## config.mk

```make
export PLATFORM = sky130hd
export DESIGN_NAME = mm_arbiter
export DESIGN_NICKNAME = d
export VERILOG_FILES = /design/src/rtl/mm_arbiter_pkg.sv /design/src/rtl/mm_arbiter_pick.sv /design/src/rtl/mm_arbiter.sv
export SDC_FILE = /design/constraint.sdc
export NUM_CORES = 1
export LEC_CHECK = 0
export ABC_CLOCK_PERIOD_IN_PS = 4400
export BUFFER_PORTS_ARGS = -buffer_cell sky130_fd_sc_hd__buf_2
export CAP_MARGIN = 30
export CELL_PAD_IN_SITES_DETAIL_PLACEMENT = 1
export CELL_PAD_IN_SITES_GLOBAL_PLACEMENT = 2
export CORE_AREA = 2 2 114 171
export CTS_CLUSTER_SIZE = 10
export DETAILED_ROUTE_END_ITERATION = 12
export DIE_AREA = 0 0 116 173
export HOLD_SLACK_MARGIN = 0.1
export PLACE_DENSITY_LB_ADDON = 0.3
export SETUP_SLACK_MARGIN = 0.5
export SLEW_MARGIN = 25
export SYNTH_ARGS = -nofsm -noshare
export SYNTH_HDL_FRONTEND = slang
export SYNTH_SLANG_ARGS = --single-unit
```

## constraint.sdc

```tcl
create_clock -name CLK -period 4.4 [get_ports CLK]
set_input_delay 0.22 -clock CLK [delete_from_list [all_inputs] [get_ports CLK]]
set_output_delay 0.22 -clock CLK [all_outputs]
set_load 0.02 [all_outputs]
```

## src/rtl/mm_arbiter_pkg.sv

```systemverilog
// Shared definitions for the two-requester main-memory arbiter.
// Contents:
//   state_t        - arbiter FSM state encoding (IDLE, ACCESS, RESP)
//   DEF_*          - default values for the arbiter parameters
// Configuration macro used by the design: MM_ARB_FIXED_PRIO_EN
package mm_arbiter_pkg;

  typedef enum logic [1:0] {
    IDLE   = 2'd0,
    ACCESS = 2'd1,
    RESP   = 2'd2
  } state_t;

  localparam int DEF_ADDR_W = 32;
  localparam int DEF_DATA_W = 32;
  localparam int DEF_MM_LAT = 2;
  localparam int DEF_CNT_W  = 20;

endpackage

```

## src/rtl/mm_arbiter_pick.sv

```systemverilog
// Winner selection between the instruction-cache (0) and data-cache (1)
// miss requests, plus the round-robin pointer.
// Ports:
//   clk, rst - clock and async active-high reset (round-robin build only)
//   take     - a grant is issued this edge; pointer follows the winner
//   req0/1   - pending requests
//   pick1    - 1 when requester 1 wins, 0 when requester 0 wins
// Macro MM_ARB_FIXED_PRIO_EN: requester 1 always wins ties and the
// pointer register (with its clock/reset/take ports) is not built.
module mm_arb_pick (
`ifndef MM_ARB_FIXED_PRIO_EN
  input  logic clk,
  input  logic rst,
  input  logic take,
`endif
  input  logic req0,
  input  logic req1,
  output logic pick1
);

`ifdef MM_ARB_FIXED_PRIO_EN

  // Data-cache misses always win a tie.
  assign pick1 = req1;

`else

  // last1 records who was granted most recently. It resets to 1 so that
  // requester 0 wins the first tie.
  logic last1;

  always_ff @(posedge clk or posedge rst) begin
    if (rst) begin
      last1 <= 1'b1;
    end else if (take) begin
      last1 <= pick1;
    end
  end

  // Requester 1 wins if it is alone, or if both are pending and
  // requester 0 was served last.
  assign pick1 = req1 && (!req0 || !last1);

`endif

endmodule

```

## src/rtl/mm_arbiter.sv

```systemverilog
// Arbiter sharing one MainMemory read port between the instruction cache
// (requester 0) and the data cache (requester 1).
// Ports:
//   CLK, RESET          - clock, async active-high reset
//   REQ0/ADDR0          - instruction-cache miss request and address
//   REQ1/ADDR1          - data-cache miss request and address
//   Data_MM             - word returned by MainMemory
//   Access_MM, PC_MM    - memory strobe and latched address
//   GNT0/GNT1           - grant (one-hot or zero)
//   DONE0/DONE1         - one-cycle completion pulse
//   RDATA               - returned word, held outside RESP
//   BUSY                - high whenever the FSM is not IDLE
//   CNT_GNT0/CNT_GNT1   - saturating grant counters
// Macro MM_ARB_FIXED_PRIO_EN selects fixed priority (data cache first)
// instead of round-robin.
module mm_arbiter
  import mm_arbiter_pkg::*;
#(
  parameter int ADDR_W = DEF_ADDR_W,
  parameter int DATA_W = DEF_DATA_W,
  parameter int MM_LAT = DEF_MM_LAT,
  parameter int CNT_W  = DEF_CNT_W
) (
  input  logic              CLK,
  input  logic              RESET,
  input  logic              REQ0,
  input  logic [ADDR_W-1:0] ADDR0,
  input  logic              REQ1,
  input  logic [ADDR_W-1:0] ADDR1,
  input  logic [DATA_W-1:0] Data_MM,
  output logic              Access_MM,
  output logic [ADDR_W-1:0] PC_MM,
  output logic              GNT0,
  output logic              GNT1,
  output logic              DONE0,
  output logic              DONE1,
  output logic [DATA_W-1:0] RDATA,
  output logic              BUSY,
  output logic [CNT_W-1:0]  CNT_GNT0,
  output logic [CNT_W-1:0]  CNT_GNT1
);

  // The down-counter is loaded with MM_LAT-1 at the grant, so reaching
  // zero marks the last of the MM_LAT ACCESS cycles.
  localparam logic [3:0] LAT_LOAD = 4'(MM_LAT - 1);

  state_t     state;
  logic [3:0] lat_cnt;
  logic       take;
  logic       pick1;

  assign take = (state == IDLE) && (REQ0 || REQ1);

  mm_arb_pick u_pick (
`ifndef MM_ARB_FIXED_PRIO_EN
    .clk  (CLK),
    .rst  (RESET),
    .take (take),
`endif
    .req0 (REQ0),
    .req1 (REQ1),
    .pick1(pick1)
  );

  // Single FSM with all outputs registered. The winner's address is
  // copied into PC_MM at the grant so later ADDRx changes cannot leak
  // into the access. Reset abandons any access, so no DONE follows it.
  always_ff @(posedge CLK or posedge RESET) begin
    if (RESET) begin
      state     <= IDLE;
      lat_cnt   <= '0;
      Access_MM <= 1'b0;
      PC_MM     <= '0;
      GNT0      <= 1'b0;
      GNT1      <= 1'b0;
      DONE0     <= 1'b0;
      DONE1     <= 1'b0;
      RDATA     <= '0;
      BUSY      <= 1'b0;
      CNT_GNT0  <= '0;
      CNT_GNT1  <= '0;
    end else begin
      case (state)
        IDLE: begin
          if (take) begin
            state     <= ACCESS;
            lat_cnt   <= LAT_LOAD;
            Access_MM <= 1'b1;
            BUSY      <= 1'b1;
            if (pick1) begin
              GNT1  <= 1'b1;
              PC_MM <= ADDR1;
              if (CNT_GNT1 != '1) CNT_GNT1 <= CNT_GNT1 + CNT_W'(1);
            end else begin
              GNT0  <= 1'b1;
              PC_MM <= ADDR0;
              if (CNT_GNT0 != '1) CNT_GNT0 <= CNT_GNT0 + CNT_W'(1);
            end
          end
        end
        ACCESS: begin
          if (lat_cnt == 4'd0) begin
            state     <= RESP;
            Access_MM <= 1'b0;
            RDATA     <= Data_MM;
            DONE0     <= GNT0;
            DONE1     <= GNT1;
          end else begin
            lat_cnt <= lat_cnt - 4'd1;
          end
        end
        RESP: begin
          state <= IDLE;
          DONE0 <= 1'b0;
          DONE1 <= 1'b0;
          GNT0  <= 1'b0;
          GNT1  <= 1'b0;
          BUSY  <= 1'b0;
        end
        default: begin
          state <= IDLE;
        end
      endcase
    end
  end

endmodule
```

==> qor_table.md <==
| Metric | Value | Unit |
|---|---|---|
| Reg2Reg Setup Slack | 1.73 | ns |
| Insertion delay of the later-clocked pin in the worst-skew pair | 0.42 | ns |
| Cell internal pwr | 3.209 | mW |
| Number of buffers inserted during clock tree synthesis | 17 | - |
| CTS tree | yes | - |
| Synthesized area per cell | 10.13 | um2 |
| Number of sinks on the clock net | 117 | - |
| Wire length reported by the detailed router | 18,120 | um |
| Clk network pwr share | 0.240 | - |
| Arrival time reported for the critical path endpoint | 2.97 | ns |
| Synth top area share | 0.5487 | - |
| Die Width | 116 | um |
| Number of buffers and inverters on the critical path | 2 | - |
| Clock Tree Buf Depth | 2 | - |
| Met2 track utilization from global routing | 0.3433 | - |
| Crit path depth | 5 | - |
| Critical Path Start Type | flip-flop | - |
| Net total in the final layout | 932 | - |
| Cell depth of the worst min-delay path | 3 | - |
| Fraction of power consumed by combinational cells | 0.427 | - |
| Vias | 5,207 | - |
| Area of the die | 0.02007 | mm2 |
| Area leader, netlist | sky130_fd_sc_hd__dfrtp_1 | - |
| Worst hold path type | input pin to flip-flop | - |
| Cell class contributing the biggest share of worst-path delay | simple AND/OR/NAND/NOR gates | - |
| Area grow syn2layout | 53.19 | % |
| Type of the worst setup path | flip-flop to flip-flop | - |
| Parity-gate share of the synthesized area counting xor and xnor cells | 0.06291 | - |
| Maximum capacitance violations | 0 | - |
| Placed wire-length estimate | 12,400 | um |
| Required time of the critical path | 4.70 | ns |
| Vias in the first global route | 5,616 | - |
| Final count of hold timing violations | 0 | - |
| DR pass1 iterations | 5 | - |
| Run status | finished, final reports clean | - |
| Met1 capacity usage during global routing | 0.1896 | - |
| Yosys Warn Count | 0 | - |
| Share of synthesized cell area in and, or, nand and nor gates | 0.2084 | - |
| Global route overflow | 0 | - |
| Hold Path Sink | GNT0 | - |
| Top cells by area in the synthesized netlist | sky130_fd_sc_hd__dfrtp_1 55%, sky130_fd_sc_hd__nand2_1 10%, sky130_fd_sc_hd__xor2_1 5.1% | - |
| Pin count of the biggest net entering global routing | 81 | - |
| Critical path, cell by cell | nor2_2 > nand2_1 > a222oi_1 > dlygate4sd3_1 > inv_1 | - |
| Worst Reg-to-Reg Cells | 5 | - |
| Layer with the highest usage | met2 | - |
| Switching part of the total power | 0.3964 | - |
| # IOs | 210 | - |
| First-pass GRT wire length | 28,680 | um |
| Area of the mapped netlist | 0.005290 | mm2 |
| Share of async-settable or async-resettable flops after synthesis | 1.000 | - |
| Power spent charging and discharging nets | 2.107 | mW |
| #FFs+latches synth | 117 | - |
| Placer congestion estimate | 0.7344 | - |
| Final core area utilization | 0.4388 | - |
| Period minus WS final | 2.674 | ns |
| Top_reg_cell synth | sky130_fd_sc_hd__dfrtp_1 | - |
| Largest stage delay on the critical path | 0.62 | ns |
| Fraction of met3 tracks used by global routing | 0.03470 | - |
| Post-synthesis cell type count | 51 | - |
| Maximum level of the CTS H-tree | 4 | - |
| Total negative slack for setup checks | 0 | ns |
| DIE HEIGHT | 173 | um |
| Antenna-violating nets left | 0 | - |
| Effective utilization at floorplan | 0.2864 | - |
| Placed cell area | 0.006588 | mm2 |
| Final cycle utilization of the critical path | 0.6077 | - |
| Fin. max-slew vios | 0 | - |
| Total number of placement rows | 61 | - |
| Final Setup Violations | 0 | - |
| Share of the synthesized area in compound gates (AO/OA/AOI/OAI) | 0.1145 | - |
| RR Endpoint | PC_MM[30] | - |
| Nature of the critical path endpoint | flip-flop | - |
| Timing-limited maximum frequency | 0.3740 | GHz |
| Fraction of the yosys area taken by sequential cells | 0.5537 | - |
| Launch instance of the worst min-delay path | REQ0 | - |
| Number of antenna violations at the first check in global routing | 2 | - |
| PwrDens | 656.0 | mW/mm2 |
| DR DRC count | 0 | - |
| Critical path's slowest cell | sky130_fd_sc_hd__dlygate4sd3_1 | - |
| IR Drop Worst-Case VDD | 0.2760 | mV |
| Share of cell area taken by muxes after synthesis | 0.004257 | - |
| Initial drt markers | 214 | - |
| Clock transition time at the flip-flop clock pins of the worst setup and hold paths | 0.05 | ns |
| Sequential cell fraction of total power | 0.332 | - |
| Net Count, Synth | 626 | - |
| Post-synth EDFFs | 0 | - |
| Count of buffers from port buffering | 209 | - |
| Post-detailed-route via-to-cell ratio | 4.764 | - |
| Floorplan core area | 0.01847 | mm2 |
| RSZ-0062 raised after global routing | no | - |
| Fraction of layout cells with a size suffix above 1 | 0.3170 | - |
| Top fanout value on the critical path | 21 | - |
| Non-Filler Cell Area, Final | 0.008104 | mm2 |
| Total global routing track utilization | 0.1829 | - |
| Resized Gates After CTS | 0 | - |
| Fillers | 2,172 | - |
| Maximum clock skew at final layout | 0.01369 | ns |
| Origin of the critical flop-to-flop path | state[1] | - |
| Post-CTS setup-driven buffer insertion count | 0 | - |
| Headroom to the max-slew limit | 0.4119 | - |
| Wire per inst | 16.58 | um |
| CTS Root Cell | sky130_fd_sc_hd__clkbuf_16 | - |
| Number of cells produced by synthesis | 522 | - |
| Static leakage | 4.122 | nW |
| Adder-cell share of the synthesized area | 0.009461 | - |
| Main combinational cell family by area after synthesis | simple AND/OR/NAND/NOR gates | - |
| Worst-Margin Slew | 0.8812 | ns |
worst reg2reg max path, delay by kind of cell, from the launching register on:
kind | cells | cell delay (ns)
DFF | 1 | 0.46
AOI/OAI and AO/OA | 1 | 0.51
and+or+nand+nor | 2 | 0.91
buffers and inverters | 2 | 0.68
synth_stat cells (all sizes together), types with 7 or more instances:
master / count
a222oi: 20
a31oi: 16
clkbuf: 14
dfrtp: 116
xnor2: 7
nor3: 8
xor2: 31
nand2: 141
nand4: 11
inv: 32
nor4: 10
a211oi: 7
nor2: 24
and4: 7
buf: 11
nand3: 17
sequential cells by signal, indices dropped and copies added (netlist names):
name	flops
Access_MM	1
BUSY	1
CNT_GNT0	20
CNT_GNT1	20
DONE0	1
DONE1	1
GNT0	1
GNT1	1
PC_MM	32
RDATA	32
lat_cnt	4
state	2
u_pick.last1	1
layer usage:
layer / up-vias / routed length [um]
li1: 2428 / -
met2: 134 / 10210
met5: - / 0
met3: 41 / 660
met1: 2604 / 6638
met4: 0 / 618
cell families (layout without fill, tap and decap cells):
| kind of cell | count (synthesis) | in the layout |
|---|---|---|
| AOI/OAI and AO/OA | 68 | 68 |
| adders and majority gates | 4 | 4 |
| buffers and inverters | 57 | 374 |
| DFF | 117 | 117 |
| muxes | 2 | 2 |
| other | 0 | 2 |
| and+or+nand+nor | 236 | 236 |
| xor gates and xnor gates | 38 | 38 |
metrics by stage:
stage,setup WS (ns),hold WS [ns],power (mW),cells
6_report,1.726,0.2178,5.317,1093
5_1_grt,1.561,0.2378,5.648,1092
4_1_cts,1.791,0.1987,5.358,1091
3_5_place_dp,2.059,0.4197,3.731,964
3_3_place_gp,2.180,0.4109,3.637,963
2_1_floorplan,1.081,0.3254,2.968,522
final cells by class:
class	instances	area (um2)	area share
well taps	252	315.3	0.03891
flip-flops and latches	117	2929	0.3614
clock buffers	20	456.7	0.05635
diodes	2	5.005	0.0006176
multi-input cells	348	2123	0.2620
repair buffers	312	2066	0.2549
inverters	32	125.1	0.01544
clock inverters	10	83.83	0.01034
timing repair:
action,CTS,global route
hold buffers,97,0
endpoints found under the hold margin,142,0
setup endpoints to repair,0,0
worst max-delay path by stage:
stage / start / to / slack [ns]
final: state[1] / PC_MM[30] / 1.73
after global routing: state[1] / PC_MM[3] / 1.56
after CTS: state[1] / PC_MM[16] / 1.79
after detailed placement: CNT_GNT0[0] / CNT_GNT0[18] / 2.06
after global placement: state[1] / PC_MM[16] / 2.18
after floorplan: RESET / Access_MM / 1.08
cell usage in the layout, fill, tap and decap left out, drive strengths merged, types with 2 or more instances in the layout:
cell type    Yosys  final
a2111oi          5      5
a211oi           7      7
a21oi            5      5
a222oi          20     20
a311oi           3      3
a31oi           16     16
and2             2      2
and3             4      4
and4             7      7
buf             11    215
clkbuf          14     20
clkinv           0      7
clkinvlp         0      2
dfrtp          116    116
diode            0      2
dlygate4sd3      0     97
ha               4      4
inv             32     32
mux2             2      2
nand2          141    141
nand2b           2      2
nand3           17     17
nand4           11     11
nor2            24     24
nor3             8      8
nor4            10     10
nor4b            5      5
o21ai            3      3
or2              2      2
xnor2            7      7
xor2            31     31
power by group through the flow:
stage / clock network, mW / registers, mW / logic [mW]
6_report: 1.28 / 1.77 / 2.27
5_1_grt: 1.36 / 1.82 / 2.47
4_1_cts: 1.32 / 1.77 / 2.27
3_5_place_dp: 0 / 1.78 / 1.95
3_3_place_gp: 0 / 1.76 / 1.88
2_1_floorplan: 0 / 2.17 / 0.797
Note: power is estimated with default switching activity, not from simulation.
